<file path="src/rtl/imem_loader.sv">
// Boot loader: zero-fills instruction memory, then writes a length-prefixed little-endian byte image
// word by word and releases the core on start_o once every header-counted byte has been consumed.
module imem_loader #(
  parameter int ADDR_W = 8,
  parameter int DEPTH  = 256
) (
  input  logic              clk_i,
  input  logic              rst_i,
  input  logic              load_req_i,
  input  logic              byte_valid_i,
  input  logic [7:0]        byte_data_i,
  output logic              byte_ready_o,
  output logic              wr_en_o,
  output logic [ADDR_W-1:0] wr_addr_o,
  output logic [31:0]       wr_data_o,
  output logic              start_o,
  output logic              busy_o,
  output logic              err_o,
  output logic [15:0]       word_count_o
);
  localparam logic [2:0] S_IDLE   = 3'd0;
  localparam logic [2:0] S_CLEAR  = 3'd1;
  localparam logic [2:0] S_HEADER = 3'd2;
  localparam logic [2:0] S_LOAD   = 3'd3;
  localparam logic [2:0] S_DRAIN  = 3'd4;
  localparam logic [2:0] S_RUN    = 3'd5;

  localparam logic [ADDR_W-1:0] LAST_ADDR = ADDR_W'(DEPTH - 1);
  localparam logic [15:0]       DEPTH_N   = 16'(DEPTH);

  logic [2:0]  state, state_nxt;
  logic [1:0]  bcnt;
  logic [7:0]  hdr_lo;
  logic [23:0] shift_q;
  logic [15:0] nw_q;
  logic [17:0] drain_cnt;
  logic        take, last_word;
  logic [15:0] hdr_n, hdr_nw;

  assign take      = byte_valid_i & byte_ready_o;
  assign hdr_n     = {byte_data_i, hdr_lo};
  assign hdr_nw    = (hdr_n > DEPTH_N) ? DEPTH_N : hdr_n;
  assign last_word = (word_count_o + 16'd1) == nw_q;

  always_comb begin
    state_nxt = state;
    case (state)
      S_IDLE:   if (load_req_i) state_nxt = S_CLEAR;
      S_CLEAR:  if (wr_addr_o == LAST_ADDR) state_nxt = S_HEADER;
      S_HEADER: begin
        if (take && bcnt[0]) begin
          if (hdr_n == 16'd0)       state_nxt = S_RUN;
          else if (hdr_nw != 16'd0) state_nxt = S_LOAD;
          else                      state_nxt = S_DRAIN;
        end
      end
      S_LOAD:   if (take && bcnt == 2'd3 && last_word)
                  state_nxt = (drain_cnt != 18'd0) ? S_DRAIN : S_RUN;
      S_DRAIN:  if (take && drain_cnt == 18'd1) state_nxt = S_RUN;
      S_RUN:    if (load_req_i) state_nxt = S_CLEAR;
      default:  state_nxt = S_IDLE;
    endcase
  end

  always_ff @(posedge clk_i or posedge rst_i) begin
    if (rst_i) begin
      state        <= S_IDLE;
      byte_ready_o <= 1'b0;
      busy_o       <= 1'b0;
      wr_en_o      <= 1'b0;
      wr_addr_o    <= '0;
      wr_data_o    <= '0;
      start_o      <= 1'b0;
      err_o        <= 1'b0;
      word_count_o <= '0;
      bcnt         <= '0;
      hdr_lo       <= '0;
      shift_q      <= '0;
      nw_q         <= '0;
      drain_cnt    <= '0;
    end else begin
      state        <= state_nxt;
      byte_ready_o <= (state_nxt == S_HEADER) || (state_nxt == S_LOAD) || (state_nxt == S_DRAIN);
      busy_o       <= (state_nxt == S_CLEAR) || (state_nxt == S_HEADER) ||
                      (state_nxt == S_LOAD) || (state_nxt == S_DRAIN);
      wr_en_o      <= 1'b0;
      case (state)
        S_IDLE, S_RUN: begin
          if (load_req_i) begin
            // First clear write is issued on the same edge that samples the request.
            wr_en_o      <= 1'b1;
            wr_addr_o    <= '0;
            wr_data_o    <= '0;
            start_o      <= 1'b0;
            err_o        <= 1'b0;
            word_count_o <= '0;
            bcnt         <= '0;
          end else if (state == S_RUN) begin
            start_o <= 1'b1;
          end
        end
        S_CLEAR: begin
          if (wr_addr_o != LAST_ADDR) begin
            wr_en_o   <= 1'b1;
            wr_addr_o <= wr_addr_o + ADDR_W'(1);
          end
        end
        S_HEADER: begin
          if (take) begin
            if (!bcnt[0]) begin
              hdr_lo <= byte_data_i;
              bcnt   <= 2'd1;
            end else begin
              nw_q      <= hdr_nw;
              err_o     <= hdr_n > DEPTH_N;
              drain_cnt <= {hdr_n - hdr_nw, 2'b00};
              bcnt      <= 2'd0;
              if (hdr_n == 16'd0) start_o <= 1'b1;
            end
          end
        end
        S_LOAD: begin
          if (take) begin
            bcnt <= bcnt + 2'd1;
            if (bcnt == 2'd3) begin
              wr_en_o      <= 1'b1;
              wr_addr_o    <= word_count_o[ADDR_W-1:0];
              wr_data_o    <= {byte_data_i, shift_q};
              word_count_o <= word_count_o + 16'd1;
            end else begin
              shift_q <= {byte_data_i, shift_q[23:8]};
            end
          end
        end
        S_DRAIN: begin
          if (take) begin
            drain_cnt <= drain_cnt - 18'd1;
            if (drain_cnt == 18'd1) start_o <= 1'b1;
          end
        end
        default: ;
      endcase
    end
  end
endmodule

</file>
<file path="config.mk">
export PLATFORM = sky130hd
export DESIGN_NAME = imem_loader
export DESIGN_NICKNAME = d
export VERILOG_FILES = /design/src/rtl/imem_loader.sv
export SDC_FILE = /design/constraint.sdc
export NUM_CORES = 1
export LEC_CHECK = 0
export BUFFER_PORTS_ARGS = -buffer_cell sky130_fd_sc_hd__buf_2
export CORE_UTILIZATION = 53
export CTS_CLUSTER_SIZE = 14
export DETAILED_ROUTE_END_ITERATION = 7
export GPL_ROUTABILITY_DRIVEN = 0
export GPL_TIMING_DRIVEN = 0
export PLACE_DENSITY = 0.73
export SLEW_MARGIN = 0
export SYNTH_ARGS = -nofsm -noshare
export SYNTH_HDL_FRONTEND = slang
export SYNTH_SLANG_ARGS = --single-unit
</file>
<file path="constraint.sdc">
create_clock -name clk_i -period 6 [get_ports clk_i]
set_input_delay 1.2 -clock clk_i [delete_from_list [all_inputs] [get_ports clk_i]]
set_output_delay 1.2 -clock clk_i [all_outputs]
set_load 0.03 [all_outputs]
</file>
==> impl_metrics.env, run 1 <==
export IMPL_hold_path_class="flop to flop"
export IMPL_criticalPathCategory="input port to flop"
export IMPL_cts_sinks=132
export IMPL_end_kind="flop"
export IMPL_antenna_found_initial=0
export IMPL_tightest_slew_ns=0.780
export IMPL_final_cell_mix="dfrtp_1, buf_2, nand2_1, o21ai_0, nor2_1"
export IMPL_diodes=0
export IMPL_start_kind="input port"
export IMPL_hold_start="wr_data_o[11]"
export IMPL_die_height_um=115
export IMPL_final_layout_size_suffix_gt1_share_pct=21.3
export IMPL_slew_headroom_pct=47.6
export IMPL_drtIter0Drc=642
export IMPL_dp_hpwl_um=12200
export IMPL_die_area_um2=13200
export IMPL_status="finished, final reports clean"
export IMPL_drt_antenna_violating_nets=0
export IMPL_numPortBuffers=70
export IMPL_grt_max_degree=81
export IMPL_syn_nets=710
export IMPL_numCtsBuffers=17
export IMPL_rows=40
export IMPL_critPathSlowestCell="or4_1"
export IMPL_r2r_start="word_count_o[0]"
export IMPL_report_final_slew_viol_count=0
export IMPL_final_util_pct=64.7
export IMPL_async_flop_share_pct=100
export IMPL_hold_ws_ns=0.494
export IMPL_synth_ff_type="dfrtp_1"
export IMPL_syn_avg_cell_area_um2=9.76
export IMPL_maxCapViolCount=0
export IMPL_finClkSkew_ns=0.00621
export IMPL_yosysWarnings=0
export IMPL_cts_hold_buf=0
export IMPL_rrSetupSlack_ns=2.81
export IMPL_finalWorstSetupSlack_ns=2.76
export IMPL_final_common_cell="dfrtp_1"
export IMPL_cp_common_cell="nand2_1"
export IMPL_clkSlewWorstSetupHoldPaths_ns=0.06
export IMPL_power_leakage_nw=3.68
export IMPL_worstPathArrival_ns=3.55
export IMPL_finalInstanceArea_um2=7910
export IMPL_rsz0062_at_grt="false"
export IMPL_drcViolationCount=0
export IMPL_hold_viol=0
export IMPL_core_area_um2=12200
export IMPL_drt_wl_total_um=17500
export IMPL_grt_pass1_vias=5574
export IMPL_synth_area_um2=6760
export IMPL_cts_max_path_buffers=2
export IMPL_clock_latency_ns=0.43
export IMPL_vias_per_cell=6.19
export IMPL_grt_pass1_wl_um=28200
export IMPL_syn_to_final_growth_pct=17.0
export IMPL_reg2reg_depth=8
export IMPL_synth_edff_count=0
export IMPL_htreeDepth=4
export IMPL_powerDensity_nw_per_um2=369
export IMPL_dpl_cell_area_um2=7350
export IMPL_vdd_drop_max_uv=227
export IMPL_min_to="wr_data_o[11]"
export IMPL_first_pass_iters=5
export IMPL_grt_usage_pct=27.9
export IMPL_crit_path_cell_trace="clkbuf_1, or4_1, a211o_4, nand2_1, ha_1, buf_2, a21oi_1, o22ai_1, nand2_1, o311ai_1"
export IMPL_slowest_delay_ns=0.67
export IMPL_pre_cts_slack_ns=2.35
export IMPL_ys_ff_latch=132
export IMPL_cts_tree="yes"
export IMPL_root_buffer="clkbuf_16"
export IMPL_postCtsSetupRepairBufs=0
export IMPL_fin_tns_setup_ns=0
export IMPL_nets=800
export IMPL_timing_final_crit_period_ns=3.24
export IMPL_ys_types=66
export IMPL_seq_area_frac_synth_pct=48.9
export IMPL_wl_per_cell_um=18.2
export IMPL_ioPinCount=73
export IMPL_synthCells=692
export IMPL_worstPathMaxFanout=10
export IMPL_cts_resized=0
export IMPL_hold_depth=1
export IMPL_grt_overflow=0
export IMPL_reg2reg_to="state[0]"
export IMPL_die_x_um=115
export IMPL_num_vias=5961
export IMPL_required_ns=6.31
export IMPL_initial_core_util_pct=55.3
export IMPL_setup_violations=0
export IMPL_final_period_utilization_pct=53.9
export IMPL_fmax_ghz=0.309
[worst max-delay path, delay by kind of cell]
kind	cells	cell delay [ns]
compound gates	4	0.77
fa+ha+maj	1	0.26
buf+inv	2	0.45
simple gates	3	0.86
[area by class of cell]
type	count	area, um^2
Tap cell	168	210
Clock buffer	20	457
Buffer	39	168
Inverter	8	35.0
Multi-Input combinational cell	513	3260
Clock inverter	12	98.8
Sequential cell	132	3300
Fill cell	995	4310
Timing Repair Buffer	71	378
[report_power, final]
group	switching [W]	internal (W)
Clock	0.000413	0.000557
Combinational	0.000444	0.000278
Sequential	0.000162	0.00106
[metrics by stage]
| step | total power, W | cells |
|---|---|---|
| floorplan | 0.00172 | 692 |
| detailed placement | 0.00194 | 931 |
| finish | 0.00291 | 963 |
| global placement | 0.00189 | 930 |
| CTS | 0.00291 | 963 |
| global route | 0.00305 | 963 |
[how the worst max path moves through the flow]
stage                   startpoint             to  slack [ns]
floorplan                    rst_i        bcnt[0]        1.27
global placement             rst_i       nw_q[12]       -0.04
detailed placement  byte_data_i[4]  drain_cnt[16]        2.35
CTS                 byte_data_i[4]  drain_cnt[16]        2.79
global route        byte_data_i[4]  drain_cnt[16]        2.63
finish              byte_data_i[4]  drain_cnt[10]        2.76
[logic make-up (layout without fill, tap and decap cells)]
group	after synthesis	count (layout)	synth area share, %
simple gates	247	247	19.3
compound gates	199	199	18.8
flops	132	132	48.9
buf+inv	47	150	2.93
mux	32	32	5.31
xor+xnor	28	28	3.63
fa+ha+maj	6	6	1.11
other cells	1	1	0.0555
[cell usage after synthesis, types with 3 or more instances]
cell / count / area, um^2
a22oi_1: 5 / 37.5
xor2_1: 10 / 87.6
a21oi_1: 42 / 210
mux2_2: 31 / 349
nand4_1: 10 / 62.6
nor3_1: 14 / 70.1
o22ai_1: 4 / 25.0
a31oi_1: 10 / 62.6
o21ai_1: 11 / 55.1
and2_1: 11 / 68.8
buf_2: 14 / 70.1
a22o_1: 33 / 289
nor3_2: 4 / 40.0
or4_1: 6 / 45.0
xnor2_1: 18 / 158
nand2_1: 66 / 248
nor4_1: 9 / 56.3
dfrtp_1: 132 / 3300
nand3_1: 24 / 120
and3_1: 14 / 87.6
nand3b_1: 3 / 22.5
nor2_1: 54 / 203
inv_1: 8 / 30.0
o21ai_0: 64 / 320
o31ai_1: 8 / 60.1
ha_1: 6 / 75.1
clkbuf_1: 23 / 86.3
nor2b_1: 10 / 62.6
[flip-flops by register name (all words and copies together) (netlist names), 2 cells and up]
| signal | count |
|---|---|
| bcnt | 2 |
| drain_cnt | 18 |
| hdr_lo | 8 |
| nw_q | 16 |
| shift_q | 24 |
| state | 3 |
| word_count_o | 16 |
| wr_addr_o | 8 |
| wr_data_o | 32 |
[layer usage]
layer / vias up / GRT usage, % / part of all wire, %
met5: - / 0 / 0
met4: 0 / 10.5 / 2.6
met3: 47 / 6.69 / 6.0
met2: 260 / 43.7 / 47
met1: 2942 / 37.7 / 44
li1: 2712 / - / -
(Power assumes the default switching activity.)
==> run 2: changes to the inputs <==
Clock period 6 ns to 3.3 ns, I/O delays scaled along.
==> run 2 against run 1 <==
Compared with the run above: register-to-register slack worse by 2.5 ns; first-iteration DRC count down 3.9%; sequential power rose by 82%; via count is 0.42% higher; sequential share of layout area decreased by 0.20 points; largest power group unchanged.
==> impl_metrics.env, run 2 (synthesis gave the netlist of run 1 again) <==
export IMPL_status="finished, final reports clean"
export IMPL_cts_max_path_buffers=2
export IMPL_worstPathArrival_ns=3.30
export IMPL_drt_wl_total_um=17800
export IMPL_final_period_utilization_pct=91.0
export IMPL_rows=40
export IMPL_slowest_delay_ns=0.62
export IMPL_hold_path_class="input port to asynchronous set/reset pin"
export IMPL_final_cell_mix="dfrtp_1, buf_2, nand2_1, o21ai_0, nor2_1"
export IMPL_rsz0062_at_grt="false"
export IMPL_powerDensity_nw_per_um2=674
export IMPL_clock_latency_ns=0.43
export IMPL_end_kind="flop"
export IMPL_slew_headroom_pct=49.3
export IMPL_grt_usage_pct=28.5
export IMPL_critPathSlowestCell="or4_1"
export IMPL_final_layout_size_suffix_gt1_share_pct=21.6
export IMPL_nets=802
export IMPL_grt_pass1_wl_um=28900
export IMPL_combPwrFrac_pct=24.6
export IMPL_power_frac_clock_pct=33.9
export IMPL_largest_register="wr_data_o"
export IMPL_clkSlewWorstSetupHoldPaths_ns=0.07
export IMPL_fin_tns_setup_ns=0
export IMPL_fmax_ghz=0.333
export IMPL_pre_cts_slack_ns=0.173
export IMPL_dp_hpwl_um=12500
export IMPL_cts_tree="yes"
export IMPL_htreeDepth=4
export IMPL_crit_start="hdr_lo[7]"
export IMPL_cts_sinks=132
export IMPL_tightest_slew_ns=0.757
export IMPL_wl_per_cell_um=18.4
export IMPL_power_leakage_nw=3.69
export IMPL_largest_reg_flops=32
export IMPL_fillers=1005
export IMPL_diodes=0
export IMPL_die_x_um=115
export IMPL_timing_final_crit_period_ns=3.00
export IMPL_antenna_found_initial=0
export IMPL_drcViolationCount=0
export IMPL_drtIter0Drc=617
export IMPL_die_area_um2=13200
export IMPL_first_pass_iters=6
export IMPL_grt_overflow=0
export IMPL_grt_busiest_layer="met2"
export IMPL_largestRegisters="wr_data_o: 32 flops, shift_q: 24 flops, drain_cnt: 18 flops"
export IMPL_numCtsBuffers=17
export IMPL_internal_power_w=0.00343
export IMPL_grtUsageMet2_pct=45.7
export IMPL_seq_power_share_pct=41.5
export IMPL_worstPathMaxFanout=10
export IMPL_final_util_pct=65.0
export IMPL_ioPinCount=73
export IMPL_gr_usage_met3_pct=6.17
export IMPL_reg2reg_to="drain_cnt[4]"
export IMPL_grt_pass1_vias=5773
export IMPL_criticalPathCategory="flop to flop"
export IMPL_rrSetupSlack_ns=0.30
export IMPL_report_final_slew_viol_count=0
export IMPL_regArea_um2=3300
export IMPL_postCtsSetupRepairBufs=0
export IMPL_vdd_drop_max_uv=373
export IMPL_hold_viol=0
export IMPL_final_common_cell="dfrtp_1"
export IMPL_sw_frac_of_total_pct=36.0
export IMPL_reg2reg_depth=9
export IMPL_core_area_um2=12200
export IMPL_required_ns=3.59
export IMPL_crit_path_cell_trace="or4_1, or2_4, a211o_4, nand2_1, ha_1, buf_2, o21ai_1, a21oi_1, o221ai_2"
export IMPL_syn_to_final_growth_pct=17.6
export IMPL_start_kind="flop"
export IMPL_multi_input_area_um2=3260
export IMPL_finalWorstSetupSlack_ns=0.296
export IMPL_switching_power_w=0.00193
export IMPL_root_buffer="clkbuf_16"
export IMPL_drt_antenna_violating_nets=0
export IMPL_grtUsageMet1_pct=37.6
export IMPL_maxCapViolCount=0
export IMPL_finClkSkew_ns=0.00811
export IMPL_vias_per_cell=6.20
export IMPL_grt_max_degree=43
export IMPL_r2r_start="hdr_lo[7]"
export IMPL_die_height_um=115
export IMPL_num_vias=5986
export IMPL_numPortBuffers=70
export IMPL_initial_core_util_pct=55.3
export IMPL_setup_violations=0
[run 2: per-stage QoR]
step           power [W]  cells  cell area (um^2)  hold WS (ns)
2_1_floorplan    0.00313    692              6760         0.459
3_3_place_gp     0.00345    930              7320         0.477
3_5_place_dp     0.00353    933              7380         0.477
4_1_cts          0.00535    965              7940         0.279
5_1_grt          0.00561    965              7940         0.316
6_report         0.00536    965              7940         0.268
[run 2: layer usage]
metal / routed length (um) / vias to the layer above / part of all wire, %
met2: 8400 / 264 / 47
met1: 7750 / 2950 / 44
met5: 0 / - / 0
met4: 429 / 0 / 2.4
li1: - / 2728 / -
met3: 1170 / 44 / 6.6
[run 2: worst max-delay path by stage]
stage                    to  depth (start not counted)
6_report       drain_cnt[4]                          9
5_1_grt            state[0]                          8
4_1_cts            state[1]                          8
3_5_place_dp   drain_cnt[6]                          9
3_3_place_gp   drain_cnt[4]                          9
2_1_floorplan  drain_cnt[6]                          9
[run 2: power by group through the flow]
stage / registers (W) / logic [W] / clock network (W)
2_1_floorplan: 0.00221 / 0.000919 / 0
3_3_place_gp: 0.00221 / 0.00123 / 0
3_5_place_dp: 0.00223 / 0.00130 / 0
4_1_cts: 0.00221 / 0.00131 / 0.00182
5_1_grt: 0.00226 / 0.00145 / 0.00190
6_report: 0.00222 / 0.00132 / 0.00181
[run 2: area by class of cell]
type / instances / share of cell area [%]
clock buffer: 17 / 5.36
sequential: 132 / 41.6
buffer: 39 / 2.11
inverter: 8 / 0.425
timing repair buffer: 73 / 5.17
multi-input combinational: 513 / 41.0
tap: 168 / 2.65
clock inverter: 15 / 1.72
[run 2: timing repair]
action                     CTS  global route
hold buffers                 0             0
setup endpoints to repair    0             4
resized for setup            0             1
[run 2: worst max-delay path, delay by kind of cell (launching register included)]
family	cells	cell delay, ns
adders and majority gates	1	0.29
and+or+nand+nor	3	0.98
buffers and inverters	1	0.28
DFF	1	0.49
AOI/OAI and AO/OA	4	0.82
==> run 3: changes to the inputs <==
==> constraint.sdc (replaced) <==
create_clock -name clk_i -period 3.3 [get_ports clk_i]
set_input_delay 0.33 -clock clk_i [delete_from_list [all_inputs] [get_ports clk_i]]
set_output_delay 0.33 -clock clk_i [all_outputs]
set_load 0.03 [all_outputs]
==> run 3 against run 2 <==
Compared with the run above: maximum frequency is essentially flat; design area grew 0.13%; combinational power is essentially flat; utilization grew 0.082 points; worst setup slack is essentially flat; flip-flop and latch count is the same; wire length is essentially flat; largest power group unchanged.
==> impl_metrics.env, run 3 (synthesis gave the netlist of run 1 again) <==
export IMPL_fmax_ghz=0.333
export IMPL_final_layout_size_suffix_gt1_share_pct=21.6
export IMPL_grt_overflow=0
export IMPL_clkSlewWorstSetupHoldPaths_ns=0.06
export IMPL_final_period_utilization_pct=91.0
export IMPL_drtIter0Drc=635
export IMPL_slew_headroom_pct=49.9
export IMPL_final_common_cell="dfrtp_1"
export IMPL_vdd_drop_max_uv=373
export IMPL_rsz0062_at_grt="false"
export IMPL_postCtsSetupRepairBufs=0
export IMPL_cts_tree="yes"
export IMPL_first_pass_iters=7
export IMPL_clock_latency_ns=0.43
export IMPL_antenna_found_initial=0
export IMPL_hold_viol=0
export IMPL_diodes=0
export IMPL_numCtsBuffers=17
export IMPL_power_leakage_nw=3.70
export IMPL_worstPathArrival_ns=3.29
export IMPL_required_ns=3.59
export IMPL_ioPinCount=73
export IMPL_criticalPathCategory="flop to flop"
export IMPL_nets=803
export IMPL_largest_reg_flops=32
export IMPL_largestRegisters="wr_data_o: 32 flops, shift_q: 24 flops, drain_cnt: 18 flops"
export IMPL_finalInstanceArea_um2=7950
export IMPL_grt_usage_pct=28.6
export IMPL_maxCapViolCount=0
export IMPL_start_kind="flop"
export IMPL_critPathSlowestCell="or4_1"
export IMPL_hold_path_class="input port to flop"
export IMPL_fin_tns_setup_ns=0
export IMPL_drt_wl_total_um=17800
export IMPL_crit_start="hdr_lo[7]"
export IMPL_cts_max_path_buffers=2
export IMPL_end_kind="flop"
export IMPL_core_area_um2=12200
export IMPL_final_cell_mix="dfrtp_1, buf_2, nand2_1, o21ai_0, nor2_1"
export IMPL_report_final_slew_viol_count=0
export IMPL_die_area_um2=13200
export IMPL_drt_antenna_violating_nets=0
export IMPL_rows=40
export IMPL_finClkSkew_ns=0.00777
export IMPL_r2r_start="hdr_lo[7]"
export IMPL_grt_max_degree=43
export IMPL_setup_violations=0
export IMPL_hold_start="byte_data_i[3]"
export IMPL_fillers=1005
export IMPL_status="finished, final reports clean"
export IMPL_wl_per_cell_um=18.4
export IMPL_root_buffer="clkbuf_16"
export IMPL_grt_pass1_vias=5785
export IMPL_htreeDepth=4
export IMPL_cts_sinks=132
export IMPL_drcViolationCount=0
export IMPL_vias_per_cell=6.18
export IMPL_powerDensity_nw_per_um2=673
export IMPL_multi_input_area_um2=3260
export IMPL_slowest_delay_ns=0.62
export IMPL_die_height_um=115
export IMPL_final_util_pct=65.1
export IMPL_die_x_um=115
export IMPL_numPortBuffers=70
export IMPL_regArea_um2=3300
export IMPL_dpl_cell_area_um2=7380
export IMPL_initial_core_util_pct=55.3
export IMPL_tightest_slew_ns=0.747
export IMPL_crit_path_cell_trace="or4_1, or2_4, a211o_4, nand2_1, ha_1, buf_2, o21ai_1, a21oi_1, o221ai_1"
export IMPL_timing_final_crit_period_ns=3.00
export IMPL_syn_to_final_growth_pct=17.7
export IMPL_dp_hpwl_um=12500
export IMPL_worstPathMaxFanout=10
export IMPL_num_vias=5968
export IMPL_grt_pass1_wl_um=28900
export IMPL_largest_register="wr_data_o"
run 3: changes by cell type in the layout (fill, tap and decap cells not counted), sizes merged:
cell	change
dlygate4sd3	+1
run 3: path summary, 6_finish.rpt:
check	depth (start not counted)	slack, ns	endpoint
worst max-delay path	9	0.30	drain_cnt[6]
worst min-delay path	2	0.23	wr_data_o[27]
worst max register to register	9	0.30	drain_cnt[6]
worst min register to register	1	0.50	wr_data_o[1]
max in group asynchronous	6	1.75	word_count_o[14]
min in group asynchronous	3	0.49	drain_cnt[3]
run 3: report_power, final:
part	leakage (nW)	internal (W)	switching (W)
Combinational	1.67	0.000509	0.000815
Clock	0.271	0.000995	0.000815
Sequential	1.76	0.00193	0.000295
run 3: layout make-up:
type,instances,share of cell area (%)
plain buffers,39,2.11
clock buffers,17,5.35
clock inverters,15,1.71
inverters,8,0.425
multi-input cells,513,40.9
flip-flops and latches,132,41.5
well taps,168,2.64
repair buffers,74,5.29
run 3: what timing repair did:
item / CTS / global route
hold buffers: 1 / 0
gates resized for setup: 0 / 1
endpoints found under the hold margin: 21 / 0
setup endpoints to repair: 0 / 4
run 3: through the flow:
| step | std cells | hold WS, ns | setup slack (ns) | power, W |
|---|---|---|---|---|
| after floorplan | 692 | 0.459 | 0.698 | 0.00313 |
| after global placement | 930 | 0.477 | 0.281 | 0.00345 |
| after detailed placement | 933 | 0.396 | 0.219 | 0.00353 |
| after CTS | 966 | 0.225 | 0.184 | 0.00535 |
| after global routing | 966 | 0.236 | 0.113 | 0.00561 |
| final | 966 | 0.235 | 0.296 | 0.00535 |
run 3: metal layers:
layer	GRT usage, %	vias up	share of wire (%)
met5	0	-	0
met4	12.3	0	2.4
met3	6.17	36	6.8
met2	45.8	263	47
met1	37.6	2943	44
li1	-	2726	-
run 3: critical path, delay by kind of cell (launching register included):
kind / cells / cell delay [ns]
AO/OA/AOI/OAI: 4 / 0.83
flip-flops: 1 / 0.49
adder cells (fa/ha/maj): 1 / 0.29
buffers and inverters: 1 / 0.27
AND/OR/NAND/NOR: 3 / 0.98
